<file path="src/rtl/psu_seq_pkg.sv">
// Shared types and constants for the PSU rail sequencer.
// Rail index map: 12 V, 3.3 V, feedback, 5 V, 15 V.
package psu_seq_pkg;

  typedef enum logic [2:0] {
    IDLE       = 3'd0,
    RAMP_PG    = 3'd1,
    RAMP_DWELL = 3'd2,
    ON         = 3'd3,
    DOWN       = 3'd4,
    FAULT      = 3'd5
  } seq_state_t;

  localparam int RAIL_IDX_W = 3;

  localparam logic [RAIL_IDX_W-1:0] RAIL_12 = 3'd0;
  localparam logic [RAIL_IDX_W-1:0] RAIL_33 = 3'd1;
  localparam logic [RAIL_IDX_W-1:0] RAIL_FB = 3'd2;
  localparam logic [RAIL_IDX_W-1:0] RAIL_5  = 3'd3;
  localparam logic [RAIL_IDX_W-1:0] RAIL_15 = 3'd4;

  function automatic int max_int(input int a, input int b);
    return (a > b) ? a : b;
  endfunction

endpackage

</file>
<file path="src/rtl/psu_pg_debounce.sv">
// Single-bit power-good qualifier: 2-flop synchronizer followed by a
// stability filter that only follows the input after PG_DEBOUNCE stable cycles.
module psu_pg_debounce #(
  parameter int PG_DEBOUNCE = 16
) (
  input  logic clk,
  input  logic rst,
  input  logic pg_raw,
  output logic pg_qual
);

  localparam int CW = (PG_DEBOUNCE > 1) ? $clog2(PG_DEBOUNCE + 1) : 1;
  localparam logic [CW-1:0] CNT_LAST = CW'(PG_DEBOUNCE - 1);

  logic [1:0]    sync_q, sync_d;
  logic          qual_q, qual_d;
  logic [CW-1:0] cnt_q, cnt_d;

  always_comb begin
    sync_d = {sync_q[0], pg_raw};
    qual_d = qual_q;
    cnt_d  = '0;
    // Count consecutive cycles the synchronized value disagrees with the output.
    if (sync_q[1] != qual_q) begin
      if (cnt_q == CNT_LAST) begin
        qual_d = sync_q[1];
      end else begin
        cnt_d = cnt_q + CW'(1);
      end
    end
  end

  always_ff @(posedge clk) begin
    if (rst) begin
      sync_q <= '0;
      qual_q <= 1'b0;
      cnt_q  <= '0;
    end else begin
      sync_q <= sync_d;
      qual_q <= qual_d;
      cnt_q  <= cnt_d;
    end
  end

  assign pg_qual = qual_q;

endmodule

</file>
<file path="src/rtl/psu_rail_sequencer.sv">
// Five-rail power sequencer: ordered ramp-up with pg timeout, reverse power-down,
// runtime pg monitoring and first-fault latch. Define PSU_SEQ_PG_DEBOUNCE_EN to debounce pg.
module psu_rail_sequencer
  import psu_seq_pkg::*;
#(
  parameter int N_RAILS     = 5,
  parameter int STEP_DLY    = 400,
  parameter int PG_TIMEOUT  = 4000,
  parameter int PG_DEBOUNCE = 16
) (
  input  logic                  clk,
  input  logic                  rst,
  input  logic                  en,
  input  logic                  clr_fault,
  input  logic [N_RAILS-1:0]    pg,
  output logic [N_RAILS-1:0]    rail_en,
  output logic                  power_ok,
  output logic                  busy,
  output logic                  fault,
  output logic [RAIL_IDX_W-1:0] fault_rail
);

  localparam int CNT_W = max_int(1, $clog2(max_int(STEP_DLY, PG_TIMEOUT)));
  localparam logic [CNT_W-1:0]      STEP_LAST = CNT_W'(STEP_DLY - 1);
  localparam logic [CNT_W-1:0]      PG_LAST   = CNT_W'(PG_TIMEOUT - 1);
  localparam logic [RAIL_IDX_W-1:0] IDX_LAST  = RAIL_IDX_W'(N_RAILS - 1);

  logic [N_RAILS-1:0] pg_qual;

`ifdef PSU_SEQ_PG_DEBOUNCE_EN
  generate
    for (genvar gi = 0; gi < N_RAILS; gi++) begin : g_pg_db
      psu_pg_debounce #(.PG_DEBOUNCE(PG_DEBOUNCE)) u_pg_db (
        .clk    (clk),
        .rst    (rst),
        .pg_raw (pg[gi]),
        .pg_qual(pg_qual[gi])
      );
    end
  endgenerate
`else
  assign pg_qual = pg;
`endif

  seq_state_t            state_q, state_d;
  logic [RAIL_IDX_W-1:0] idx_q, idx_d;
  logic [CNT_W-1:0]      cnt_q, cnt_d;
  logic [N_RAILS-1:0]    rail_en_q, rail_en_d;
  logic [RAIL_IDX_W-1:0] fault_rail_q, fault_rail_d;
  logic                  power_ok_q, busy_q, fault_q;
  logic                  mon_fault;
  logic [RAIL_IDX_W-1:0] mon_rail;

  always_comb begin
    mon_fault = 1'b0;
    mon_rail  = '0;
    // Descending scan so the lowest failing rail is the one reported.
    for (int j = N_RAILS - 1; j >= 0; j--) begin
      if (rail_en_q[j] && !pg_qual[j] &&
          !(state_q == RAMP_PG && idx_q == RAIL_IDX_W'(j))) begin
        mon_fault = 1'b1;
        mon_rail  = RAIL_IDX_W'(j);
      end
    end
  end

  always_comb begin
    state_d      = state_q;
    idx_d        = idx_q;
    cnt_d        = cnt_q;
    rail_en_d    = rail_en_q;
    fault_rail_d = fault_rail_q;
    unique case (state_q)
      IDLE: begin
        rail_en_d = '0;
        if (en) begin
          state_d   = RAMP_PG;
          idx_d     = '0;
          cnt_d     = '0;
          rail_en_d = N_RAILS'(1);
        end
      end
      RAMP_PG: begin
        cnt_d = cnt_q + CNT_W'(1);
        if (mon_fault) begin
          state_d      = FAULT;
          rail_en_d    = '0;
          fault_rail_d = mon_rail;
        end else if (!pg_qual[idx_q] && cnt_q == PG_LAST) begin
          state_d      = FAULT;
          rail_en_d    = '0;
          fault_rail_d = idx_q;
        end else if (!en) begin
          state_d          = DOWN;
          rail_en_d[idx_q] = 1'b0;
          cnt_d            = '0;
        end else if (pg_qual[idx_q]) begin
          state_d = RAMP_DWELL;
          cnt_d   = '0;
        end
      end
      RAMP_DWELL: begin
        cnt_d = cnt_q + CNT_W'(1);
        if (mon_fault) begin
          state_d      = FAULT;
          rail_en_d    = '0;
          fault_rail_d = mon_rail;
        end else if (!en) begin
          state_d          = DOWN;
          rail_en_d[idx_q] = 1'b0;
          cnt_d            = '0;
        end else if (cnt_q == STEP_LAST) begin
          cnt_d = '0;
          if (idx_q == IDX_LAST) begin
            state_d = ON;
          end else begin
            state_d                         = RAMP_PG;
            idx_d                           = idx_q + RAIL_IDX_W'(1);
            rail_en_d[idx_q+RAIL_IDX_W'(1)] = 1'b1;
          end
        end
      end
      ON: begin
        if (mon_fault) begin
          state_d      = FAULT;
          rail_en_d    = '0;
          fault_rail_d = mon_rail;
        end else if (!en) begin
          // Rails are enabled contiguously from 0, so idx is the highest set bit.
          state_d          = DOWN;
          rail_en_d[idx_q] = 1'b0;
          cnt_d            = '0;
        end
      end
      DOWN: begin
        cnt_d = cnt_q + CNT_W'(1);
        if (cnt_q == STEP_LAST) begin
          cnt_d = '0;
          if (idx_q != '0) begin
            idx_d                           = idx_q - RAIL_IDX_W'(1);
            rail_en_d[idx_q-RAIL_IDX_W'(1)] = 1'b0;
          end else begin
            state_d = IDLE;
          end
        end
      end
      FAULT: begin
        rail_en_d = '0;
        if (clr_fault && !en) begin
          state_d      = IDLE;
          fault_rail_d = '0;
          idx_d        = '0;
          cnt_d        = '0;
        end
      end
      default: begin
        state_d   = IDLE;
        rail_en_d = '0;
      end
    endcase
  end

  always_ff @(posedge clk) begin
    if (rst) begin
      state_q      <= IDLE;
      idx_q        <= '0;
      cnt_q        <= '0;
      rail_en_q    <= '0;
      fault_rail_q <= '0;
      power_ok_q   <= 1'b0;
      busy_q       <= 1'b0;
      fault_q      <= 1'b0;
    end else begin
      state_q      <= state_d;
      idx_q        <= idx_d;
      cnt_q        <= cnt_d;
      rail_en_q    <= rail_en_d;
      fault_rail_q <= fault_rail_d;
      power_ok_q   <= (state_d == ON);
      busy_q       <= (state_d == RAMP_PG) || (state_d == RAMP_DWELL) || (state_d == DOWN);
      fault_q      <= (state_d == FAULT);
    end
  end

  assign rail_en    = rail_en_q;
  assign power_ok   = power_ok_q;
  assign busy       = busy_q;
  assign fault      = fault_q;
  assign fault_rail = fault_rail_q;

endmodule

</file>
<file path="config.mk">
export PLATFORM = sky130hd
export DESIGN_NAME = psu_rail_sequencer
export DESIGN_NICKNAME = d
export VERILOG_FILES = /design/src/rtl/psu_seq_pkg.sv /design/src/rtl/psu_pg_debounce.sv /design/src/rtl/psu_rail_sequencer.sv
export SDC_FILE = /design/constraint.sdc
export NUM_CORES = 1
export LEC_CHECK = 0
export ABC_AREA = 1
export CORE_AREA = 2 2 64 66
export DETAILED_ROUTE_END_ITERATION = 10
export DIE_AREA = 0 0 66 68
export GPL_TIMING_DRIVEN = 0
export MAX_ROUTING_LAYER = met4
export PLACE_DENSITY = 0.78
export REMOVE_ABC_BUFFERS = 1
export SLEW_MARGIN = 20
export SYNTH_ARGS = -nofsm -noshare
export SYNTH_HDL_FRONTEND = slang
export SYNTH_SLANG_ARGS = --single-unit
</file>
<file path="constraint.sdc">
create_clock -name clk -period 6.1 [get_ports clk]
set_input_delay 1.22 -clock clk [delete_from_list [all_inputs] [get_ports clk]]
set_output_delay 1.22 -clock clk [all_outputs]
set_load 0.01 [all_outputs]
</file>
Word-level counts from Yosys, hierarchy flattened
Cells that the tools add are included.

storage, ports and cells
  register bits = 29
  memory bits (read-only) = 0
  memories kept = 0
  bits of input ports = 9
  latch bits = 0
  memory bits (writable) = 0

operators by class
  reduce and logical (&&, ||, !) cells = 45
  bitwise logic cells = 5
  equal/unequal tests = 30
  mux-type cells = 70
  add/subtract/negate cells = 3
  $lt $le $gt $ge = 6
  multipliers = 0
  div/mod/pow operators = 0
  shifts and indexed selects = 0

operators with widths
  kind                                                               number
  two-way mux 12 bit                                                 11
  two-way mux 3 bit                                                  29
  case mux 12 bit (6 select lines)                                   1
  two-way mux 5 bit                                                  10
  case mux 5 bit (5 select lines)                                    1
  logical AND 1 bit                                                  20
  != test 2 bit, second input constant                               10
  equality test 3 x 2 -> 1 bit, second input constant                6
  case mux 3 bit (6 select lines)                                    1
  equality test 3 bit, second input constant                         5
  adder 12 x 1 -> 12 bit, second input constant                      1
  equality test 12 bit, second input constant                        1
  equality test 12 x 9 -> 1 bit, second input constant               1
  logical NOT 1 bit                                                  12
  < comparator 3 x 4 -> 1 bit, second input constant                 3
  case mux 3 bit (4 select lines)                                    1
  bitwise AND 5 bit                                                  2
  two-way mux 1 bit                                                  10
  inverter 5 bit                                                     2
  demux 1 bit (select 3 bit)                                         3
  equality test 3 x 1 -> 1 bit, second input constant                3
  greater-or-equal comparator 3 x 1 -> 1 bit, second input constant  3
  case mux 3 bit (3 select lines)                                    1
  AND reduction 9 bit                                                1
  other kinds (16)                                                   21

Depth between registers and ports, before layout
Gate-level depths: netlist of the first run.

  depth in word-level cells = 14
  mapped depth = 17
  gate-level depth less buffers = 16

Worst setup path before layout of the first run
Ideal clock, no wire load.

  kind = input to register
  start = in en
  end = reg busy_q (netlist: busy)
  data arrival time = 2.341 ns
  buffers on the path = 1
  slack = 3.695 ns
  data required time = 6.036 ns
  stages = 14
  path through = buf_2 > clkinv_1 > nand2_1 > nand2_1 > nand2_1 > nor2_1 > nand2_1 > inv_1 > nand2_1 > nor2_2 > nand3_1 > nand2_1 > nand3_1 > nor2_1

between the ends
  cells in the longest elaborated chain, start to end = 7

ends and longest elaborated chain
  element                                                                       RTL line                                             text
  start: declaration                                                            psu_rail_sequencer.sv:13                             input logic en,
  two-way mux 3 bit or logical NOT 1 bit (tied branches)                        psu_rail_sequencer.sv:93, psu_rail_sequencer.sv:149
  two-way mux 3 bit or logical AND 1 bit (tied branches)                        psu_rail_sequencer.sv:89, psu_rail_sequencer.sv:149
  two-way mux 3 bit, on equally long branches                                   psu_rail_sequencer.sv:85, psu_rail_sequencer.sv:149
  case mux 3 bit (6 select lines) *                                             psu_rail_sequencer.sv:73                             unique case (state_q)
  equality test 3 x 1 -> 1 bit or equality test 3 x 2 -> 1 bit (tied branches)  psu_rail_sequencer.sv:180                            busy_q <= (state_d == RAMP_PG) || (state_d == RAMP_DWELL) || (state_d == DOWN);
  logical OR 1 bit                                                              psu_rail_sequencer.sv:180
  logical OR 1 bit *                                                            psu_rail_sequencer.sv:180
  end signal: assignment                                                        psu_rail_sequencer.sv:180
  end: declaration                                                              psu_rail_sequencer.sv:50                             logic power_ok_q, busy_q, fault_q;

Mark *: on every way between the ends. The rest lies on a longest branch, timed or not.
A chain may end at the register's enable or synchronous reset.

Worst setup path in the final report of the first run
  start = in pg[1]
  end = reg cnt_q[0]

between the ends
  cells in the longest elaborated chain, start to end = 7

ends and longest elaborated chain
  element                                                                       RTL line                                                                      text
  start: declaration                                                            psu_rail_sequencer.sv:15                                                      input logic [N_RAILS-1:0] pg,
  binary-select mux 1 bit (select 3 bit) or logical NOT 1 bit (tied branches)   psu_rail_sequencer.sv:89, psu_rail_sequencer.sv:97, psu_rail_sequencer.sv:59
  two-way mux 1 bit (implied by the code) or logical AND 1 bit (tied branches)  psu_rail_sequencer.sv:89, psu_rail_sequencer.sv:97, psu_rail_sequencer.sv:59
  two-way mux 12 bit (tied with other cells)                                    psu_rail_sequencer.sv:97                                                      end else if (pg_qual[idx_q]) begin
  two-way mux 12 bit (tied with other cells)                                    psu_rail_sequencer.sv:93                                                      end else if (!en) begin
  two-way mux 12 bit or two-way mux 1 bit (tied branches)                       psu_rail_sequencer.sv:89, psu_rail_sequencer.sv:59
  two-way mux 12 bit (tied with other cells)                                    psu_rail_sequencer.sv:85                                                      if (mon_fault) begin
  case mux 12 bit (6 select lines) or AND reduction 5 bit (tied branches)       -
  end signal: assignment                                                        psu_rail_sequencer.sv:176                                                     cnt_q <= cnt_d;
  end: declaration                                                              psu_rail_sequencer.sv:47                                                      logic [CNT_W-1:0] cnt_q, cnt_d;

Several ways; a longest one is shown, not always the timed one. The select of a mux whose other input is x is not followed.

==> results.md, run 1 <==
- Setup repair after global routing left no endpoint under its margin.
- The fraction of final layout cells with drive strength greater than 1 is 8.56%.
- In this run, synthesis inferred 0 flip-flops with an integrated enable.
- The initial utilization of the core area, before any placement, comes to 56.8%.
- Walking the worst path, the cells encountered are clkdlybuf4s50_1, inv_1, nand2_1, o21bai_1, nand2_2, inv_2, nand2_1, nand2_1, nand4_1, o21ai_0, inv_1, o21ai_2, inv_1.
- For this run, the top clock speed supported by timing is 321 MHz.
- After detailed routing, the average wire length per cell comes to 12.3 um.
- For this run, the post-layout net count is slightly below 400.
- The fraction of synthesized cell area in xor and xnor cells is under 10%.
- Entering global routing, the biggest net connects 25 pins.
- The clock sink count is 29.
- CTS built an H-tree with a depth of 2.
- The simple-gate area share of the yosys netlist is 39.3%.
- The synthesized instance count is 356.
- Port buffering added 19 buffers.
- The tree is rooted in a clkbuf_8.
- The netlist uses 40 different library cells.
- After synthesis the netlist holds a flip-flop and latch count of 29.
- The worst register-to-register path has a setup slack of 3.24 ns.
- Summed over its instances, the top area cell type makes up a little over a quarter of the synthesized netlist area.
- In this run, CTS created clock tree buffers numbering 5.
- The largest total area in the synthesized netlist belongs to dfxtp_1.
- The static power due to leakage is 1.11 nW.
- In the post-synthesis netlist, the cell with the most instances is nand2_1.
- The minimum setup slack after placement is 2.69 ns.
- The global-route wire length before repair is 8890 um.
- The total overflow left after global routing is 0.
- The number of gates given a new drive strength after cts is 0.
- 20 I/O pins were placed.
- The final number of hold-violating endpoints is 0.
- The sequential element share of the synthesized area is 26.5%.
- The endpoint of the worst-slack reg-to-reg timing path is cnt_q[0].
- The total placed cells including tap cells is 416.
- In the final layout, the multi-input gates occupy 1380 sq um.
- In this run, post-CTS hold repair placed 0 buffers.
- The largest fanout on the critical path is 12.
- The mapped cell area is 2190 sq um.
- STA classifies the critical path endpoint as a register.
- After clock tree synthesis, the clock-pin slew on the worst setup and hold paths is around 0.060 ns.
- The count of inserted antenna diode cells is 0.
- The power per unit of standard cell area is roughly 360 nW/um^2.
- The number of warnings issued by yosys is 0.
- Ranked by instance count, the synthesized netlist is headed by nand2_1, inv_1, nor2_1.
- The area fraction in compound gates after synthesis is 16.6%.
- After detailed routing, the number of remaining DRC violations is 0.
- The routability congestion estimate is 1.01.
- Hold timing on the final database bottoms out at a slack of between 0.4 and 0.5 ns.
- Across all setup checks in the final design, the least slack found is 2.98 ns.
- Counting I/O delays and the setup requirement, the final critical path takes 3.12 ns.
- The portion of synthesized area spent on multiplexers is 0%.
- The core area is 3860 sq um.
- After legalization and detailed placement, the total HPWL measured 3970 um.
- After synthesis, the largest family of logic cells by area is simple AND/OR/NAND/NOR gates.
- Yosys attributes the largest share of cell area to dfxtp_1, nand2_1, inv_1, nor2_1, a21oi_1.
- The required arrival time at the worst endpoint is 6.28 ns.
- The largest single stage delay on the critical path is approximately 0.45 ns.
- TritonCTS built the clock tree.
- The detailed-router iteration count before antenna repair is 5.
- Adding up every negative setup slack in the final design gives 0 ns.
- STA puts the critical path data arrival time at 3.30 ns.
- The launching element of the worst setup path is pg[1].
- The post-CTS setup-driven buffer insertion count is 0.
- The number of max-slew violations in the final report is 0.
- The most common flop cell mapped by yosys is dfxtp_1.
- The area used by sequential logic in the layout is 581 sq um.
- The detailed router's first-iteration violation count is 142.
- The worst pin sits at a relative slew slack of 39.7%.
- The adder-cell share of the synthesized area is 4.00%.
- The run finished with clean final reports.
- The remaining antenna violation count after routing is 0.
- The path depth of the worst reg2reg path is 15.
- The final clock skew is approximately 0.0043 ns.
- The slew at the pin closest to its max-slew limit is roughly 0.9 ns.
- The slowest stage of the critical path is the clkdlybuf4s50_1 cell.
- At the end of the flow the core is filled with cells to 64.8%.
- The via count of the first global-routing pass is 2072.
- The reg-to-reg startpoint is idx_q[0].
- Of all flip-flops after synthesis, the portion carrying an async set or reset was 0%.
- The number of setup violations in the final report is 0.
- The post-detailed-route via-to-cell ratio is 5.33.
- The critical path in this run is classified as input port to register.
- Fill cells in the final layout number between 300 and 400.
- The worst hold-check path type is register to register.
- From synthesis to final layout, the design area changed by 13.9%.
- The overall die height is 68 um.
- For this block, the routed nets add up to 5220 um of wire.
- The horizontal die dimension is around 66 um.
- The insertion delay of the later-clocked pin in the worst-skew pair is around 0.28 ns.
- The critical path ends at cnt_q[0].
- The type of element launching the critical path is an input port.
- Excluding fillers, the count of instances in the completed layout stands at approximately 420.
- The maximum vdd ir drop is slightly below 0.2 mV.
- Global routing used a little over a quarter of the available tracks.
- Max-cap violations in this run came to 0.
- The number of core rows is 23.
- The deepest clock path buffer count is 2.
- The via count is 2260.
- The area of the die is 4490 sq um.
- The mean instance size in the synthesized netlist is 6.16 sq um.
- The number of antenna violations at the first check in global routing is 0.
- In the finished design, the share of the clock period the worst path needs comes to 51.1%.
## critical path, delay by kind of cell
kind                   cells  cell delay, ns
AOI/OAI and AO/OA          3            0.51
buffers and inverters      5            0.70
and+or+nand+nor            5            0.87
## stage by stage
| step | power (W) | instance area [sq um] |
|---|---|---|
| after floorplan | 0.000593 | 2140 |
| after global placement | 0.000717 | 2400 |
| after detailed placement | 0.000722 | 2400 |
| after CTS | 0.000900 | 2500 |
| after global routing | 0.000982 | 2500 |
| final | 0.000900 | 2500 |
## where the power goes
group / internal, W / switching (W) / total (W)
clock: 0.000102 / 0.0000740 / 0.000176
combinational: 0.000151 / 0.000302 / 0.000453
sequential: 0.000222 / 0.0000502 / 0.000272
total: 0.000475 / 0.000426 / 0.000900
## worst min-delay path by stage
stage	start	end	slack [ns]	depth (start not counted)
5_1_grt	cnt_q[4]	cnt_q[4]	0.52	2
3_3_place_gp	cnt_q[3]	cnt_q[3]	0.45	2
2_1_floorplan	cnt_q[3]	cnt_q[3]	0.44	2
6_report	fault_rail[1]	fault_rail[1]	0.48	2
3_5_place_dp	cnt_q[1]	cnt_q[1]	0.48	2
4_1_cts	fault_rail[1]	fault_rail[1]	0.49	2
## cell families (layout without fill, tap and decap cells)
family | count (synthesis) | in the layout
adders and majority gates | 7 | 7
DFF | 29 | 29
buffers and inverters | 57 | 75
xor gates and xnor gates | 8 | 8
AOI/OAI and AO/OA | 62 | 62
and+or+nand+nor | 193 | 193
## layer usage
| layer | wire, um | GRT usage [%] | part of all wire (%) |
|---|---|---|---|
| met1 | 2400 | 30.9 | 46 |
| met2 | 2360 | 43.6 | 45 |
| met3 | 267 | 4.77 | 5.1 |
| met4 | 190 | 15.3 | 3.6 |
| met5 | 0 | - | 0 |
## state kept, by name, summed over array words and instances, names as in the netlist
signal / count
fault_rail: 3
rail_en: 5
fault: 1
cnt_q: 12
idx_q: 3
busy: 1
power_ok: 1
state_q: 3
## cell type report
class | instances | share of cell area [%]
inverters | 48 | 7.26
repair buffers | 19 | 7.62
clock buffers | 7 | 3.86
flip-flops and latches | 29 | 23.2
well taps | 50 | 2.51
multi-input cells | 270 | 55.3
clock inverters | 1 | 0.200
## cells in the final DEF (no fill, tap or decap), types with 2 or more instances in the layout
cell	count
o21ai_2	2
dfxtp_1	29
clkdlybuf4s50_1	19
inv_1	40
o21ai_0	18
inv_2	5
ha_1	7
clkinv_1	2
o41ai_1	2
nand2_2	5
a21oi_2	2
nand2_1	104
a31oi_1	2
nand3_1	24
clkinv_2	2
nor2_1	36
xor2_1	8
nor3_1	4
nand4_1	9
o311ai_0	3
nor2_2	4
a21oi_1	26
clkbuf_8	7
Power figures use the tool's default switching activity.
==> run 2: changes to the inputs <==
Settings changed: CORE_AREA 2 2 64 66 to 2 2 68 70, DIE_AREA 0 0 66 68 to 0 0 70 72, PLACE_DENSITY 0.78 to 0.73.
Clock period 6.1 ns to 2.8 ns, I/O delays scaled along.
==> run 2 against run 1 <==
Effect of this change:
- sequential share of layout area shrank 0.26 points
- critical path depth grew 3
- core utilization shrank 5.4 points
- first-iteration DRC count shrank 1.4%
- critical endpoint unchanged
- highest routed layer unchanged
==> results.md, run 2 (same netlist as run 1, synthesis figures left out) <==
- The flow ran to the end, and the final reports show no timing, DRC or antenna violations.
- On the critical path the largest part of the delay comes from simple AND/OR/NAND/NOR gates.
- The number of ports placed on the die boundary is 20.
- The insertion delay of the later-clocked pin in the worst-skew pair is approximately 0.29 ns.
- For this run, the top clock speed supported by timing is around 400 MHz.
- The number of antenna violations at the first check in global routing is 0.
- The maximum cell stage delay along the critical path is approximately 0.53 ns.
- The wire length per cell after detailed routing is 12.7 um.
- The post-DP HPWL is 4230 um.
- The die covers 5040 sq um.
- 0 antenna diodes ended up in the layout.
- Summing all multi-input logic gate instances after layout gives about 1400 sq um.
- Power spread over the standard cell area amounts to 814 nW/um^2.
- Across the run, the number of max-cap violations was 0.
- The hold buffer count at CTS is 0.
- Setup violations remaining at the end of the flow were counted as 0.
- The final number of hold-violating endpoints came to 0.
- The worst hold-check path type is register to register.
- For this block, the routed nets add up to between 5000 and 6000 um of wire.
- Clock tree synthesis inserted a total of 5 buffers.
- STA puts the critical path data arrival time at 2.73 ns.
- From synthesis to final layout, the design area changed by 15.5%.
- The flip-flop count of the largest register, all copies and words added is 12.
- The static power due to leakage is between 1 and 1.5 nW.
- The final setup slack of the worst path is 0.297 ns.
- Dividing the detail-routed via count by the number of cells gives 5.22.
- The worst-path cell with the longest stage delay is dfxtp_2.
- The overflow left after global routing is 0.
- The first global-routing pass estimated 9510 um of wire.
- For this block, the initial DRC count from the detailed router was 140.
- STA classifies the critical path endpoint as a register.
- The number of buffers inserted by port buffering is 19.
- The routability congestion estimate is between 0.9 and 1.
- Across the VDD grid, the largest voltage drop is 0.679 mV.
- The non-filler instance count after layout is 428.
- The final clock skew is 0.00884 ns.
- The largest fanout on the critical path is 17.
- The sum of buffers and inverters on the critical path is 5.
- The relative slew slack is 36.8%.
- The number of max-slew violations in the final report is 0.
- The net count of the finished layout is 391.
- The deepest clock path buffer count is 2.
- For this run, design rule violations remaining after detail routing come to 0.
- The tree is rooted in a clkbuf_8.
- Summing over every cut layer, the via total after detailed routing is 2233.
- In the final layout, the share of cells above drive strength 1 is 9.04%.
- The core utilization of the finished layout is 59.4%.
- The minimum setup slack after placement is -0.129 ns.
- Before antenna repair, the detailed router went through 4 iterations.
- The slew at the pin closest to its max-slew limit is ~0.95 ns.
- The filler cells instantiated in the layout total roughly 450.
- More flip-flops sit in one register than any other, and that register is cnt_q.
- The number of core rows is 24.
- The core region is 4260 sq um.
- The total placed cells including tap cells is 418.
- The overall die height is 72 um.
- The maximum number of pins on one net before global-route repair is 25.
- The remaining antenna violation count after routing is 0.
- The required arrival time at the worst endpoint is roughly 3.0 ns.
- The most prevalent standard cell on the critical path is nand2_1.
- The via count of the first global-routing pass is just over 2000.
- In the final layout, flip-flops and latches occupy 582 sq um.
- The minimum period implied by the final worst setup slack is 2.50 ns.
- Leaving out fill and tap cells, the most frequent cell in the layout is nand2_1.
- For this configuration, the core starts out at a cell density of 51.4%.
- The worst setup path is launched from a register.
- Walking the worst path, the cells encountered are clkinv_1, ha_1, nand2_1, inv_1, nand3_1, nand2_2, nand2_1, nor2_1, nand2_1, nand2_1, nand4_1, buf_4, o21ai_0, inv_1, o21ai_2, inv_1.
- The sum of negative setup slack is 0 ns.
- Global routing used 24.2% of the available tracks.
- The clock-pin slew of the registers on the worst-case setup and hold paths is about 0.060 ns.
- The clock sink count is 29.
- The number of H-tree branching levels is 2.
- Setup repair after global routing left no endpoint under its margin.
- Measured along the x axis, the die boundary spans roughly 70 um.
- The minimum hold slack is 0.470 ns.
- TritonCTS built the clock tree.
- By startpoint and endpoint, the worst setup path is classified as register to register.
- The top cell types in the final layout, fill and taps aside, are nand2_1, inv_1, nor2_1, dfxtp_1, a21oi_1.
- The post-route fraction of the period consumed by the critical path is 89.4%.
-- run 2: path summary, 6_finish.rpt --
check / depth (start not counted) / startpoint / to / slack [ns]
setup / recovery: 16 / idx_q[0] / cnt_q[0] / 0.30
setup reg to reg: 16 / idx_q[0] / cnt_q[0] / 0.30
hold / removal: 2 / cnt_q[3] / cnt_q[3] / 0.47
hold reg to reg: 2 / cnt_q[3] / cnt_q[3] / 0.47
-- run 2: timing repair --
| item | 4_1_cts | 5_1_grt |
|---|---|---|
| setup endpoints to repair | 12 | 12 |
| buffers inserted | 0 | 2 |
| gates resized for setup | 1 | 0 |
-- run 2: final cells by class --
cell class,instances,area share (%)
Tap cell,52,2.57
Timing Repair Buffer,21,8.11
Inverter,48,7.17
Clock inverter,1,1.19
Sequential cell,29,23.0
Clock buffer,7,3.41
Multi-Input combinational cell,270,54.6
-- run 2: report_power, final --
group | leakage, nW | total [W] | switching [W] | internal, W
Combinational | 0.830 | 0.00101 | 0.000664 | 0.000342
Sequential | 0.236 | 0.000602 | 0.000116 | 0.000485
Clock | 0.0585 | 0.000454 | 0.000164 | 0.000290
-- run 2: per-layer routing --
layer	part of all wire [%]	wire (um)	GRT usage, %	vias up
met5	0	0	-	-
met4	1.6	86	8.76	0
met3	3.9	213	4.58	9
met2	43	2360	35.9	41
met1	51	2790	33.2	993
li1	-	-	-	1190
-- run 2: through the flow --
stage	instance area [sq um]	power, W
after floorplan	2140	0.00129
after global placement	2400	0.00158
after detailed placement	2400	0.00158
after CTS	2520	0.00204
after global routing	2530	0.00223
final	2530	0.00206
-- run 2: worst register-to-register path, delay by kind of cell, from the launching register on --
family	cells	cell delay, ns
and+or+nand+nor	8	0.77
adders and majority gates	1	0.32
DFF	1	0.53
AOI/OAI and AO/OA	2	0.13
buffers and inverters	5	0.73
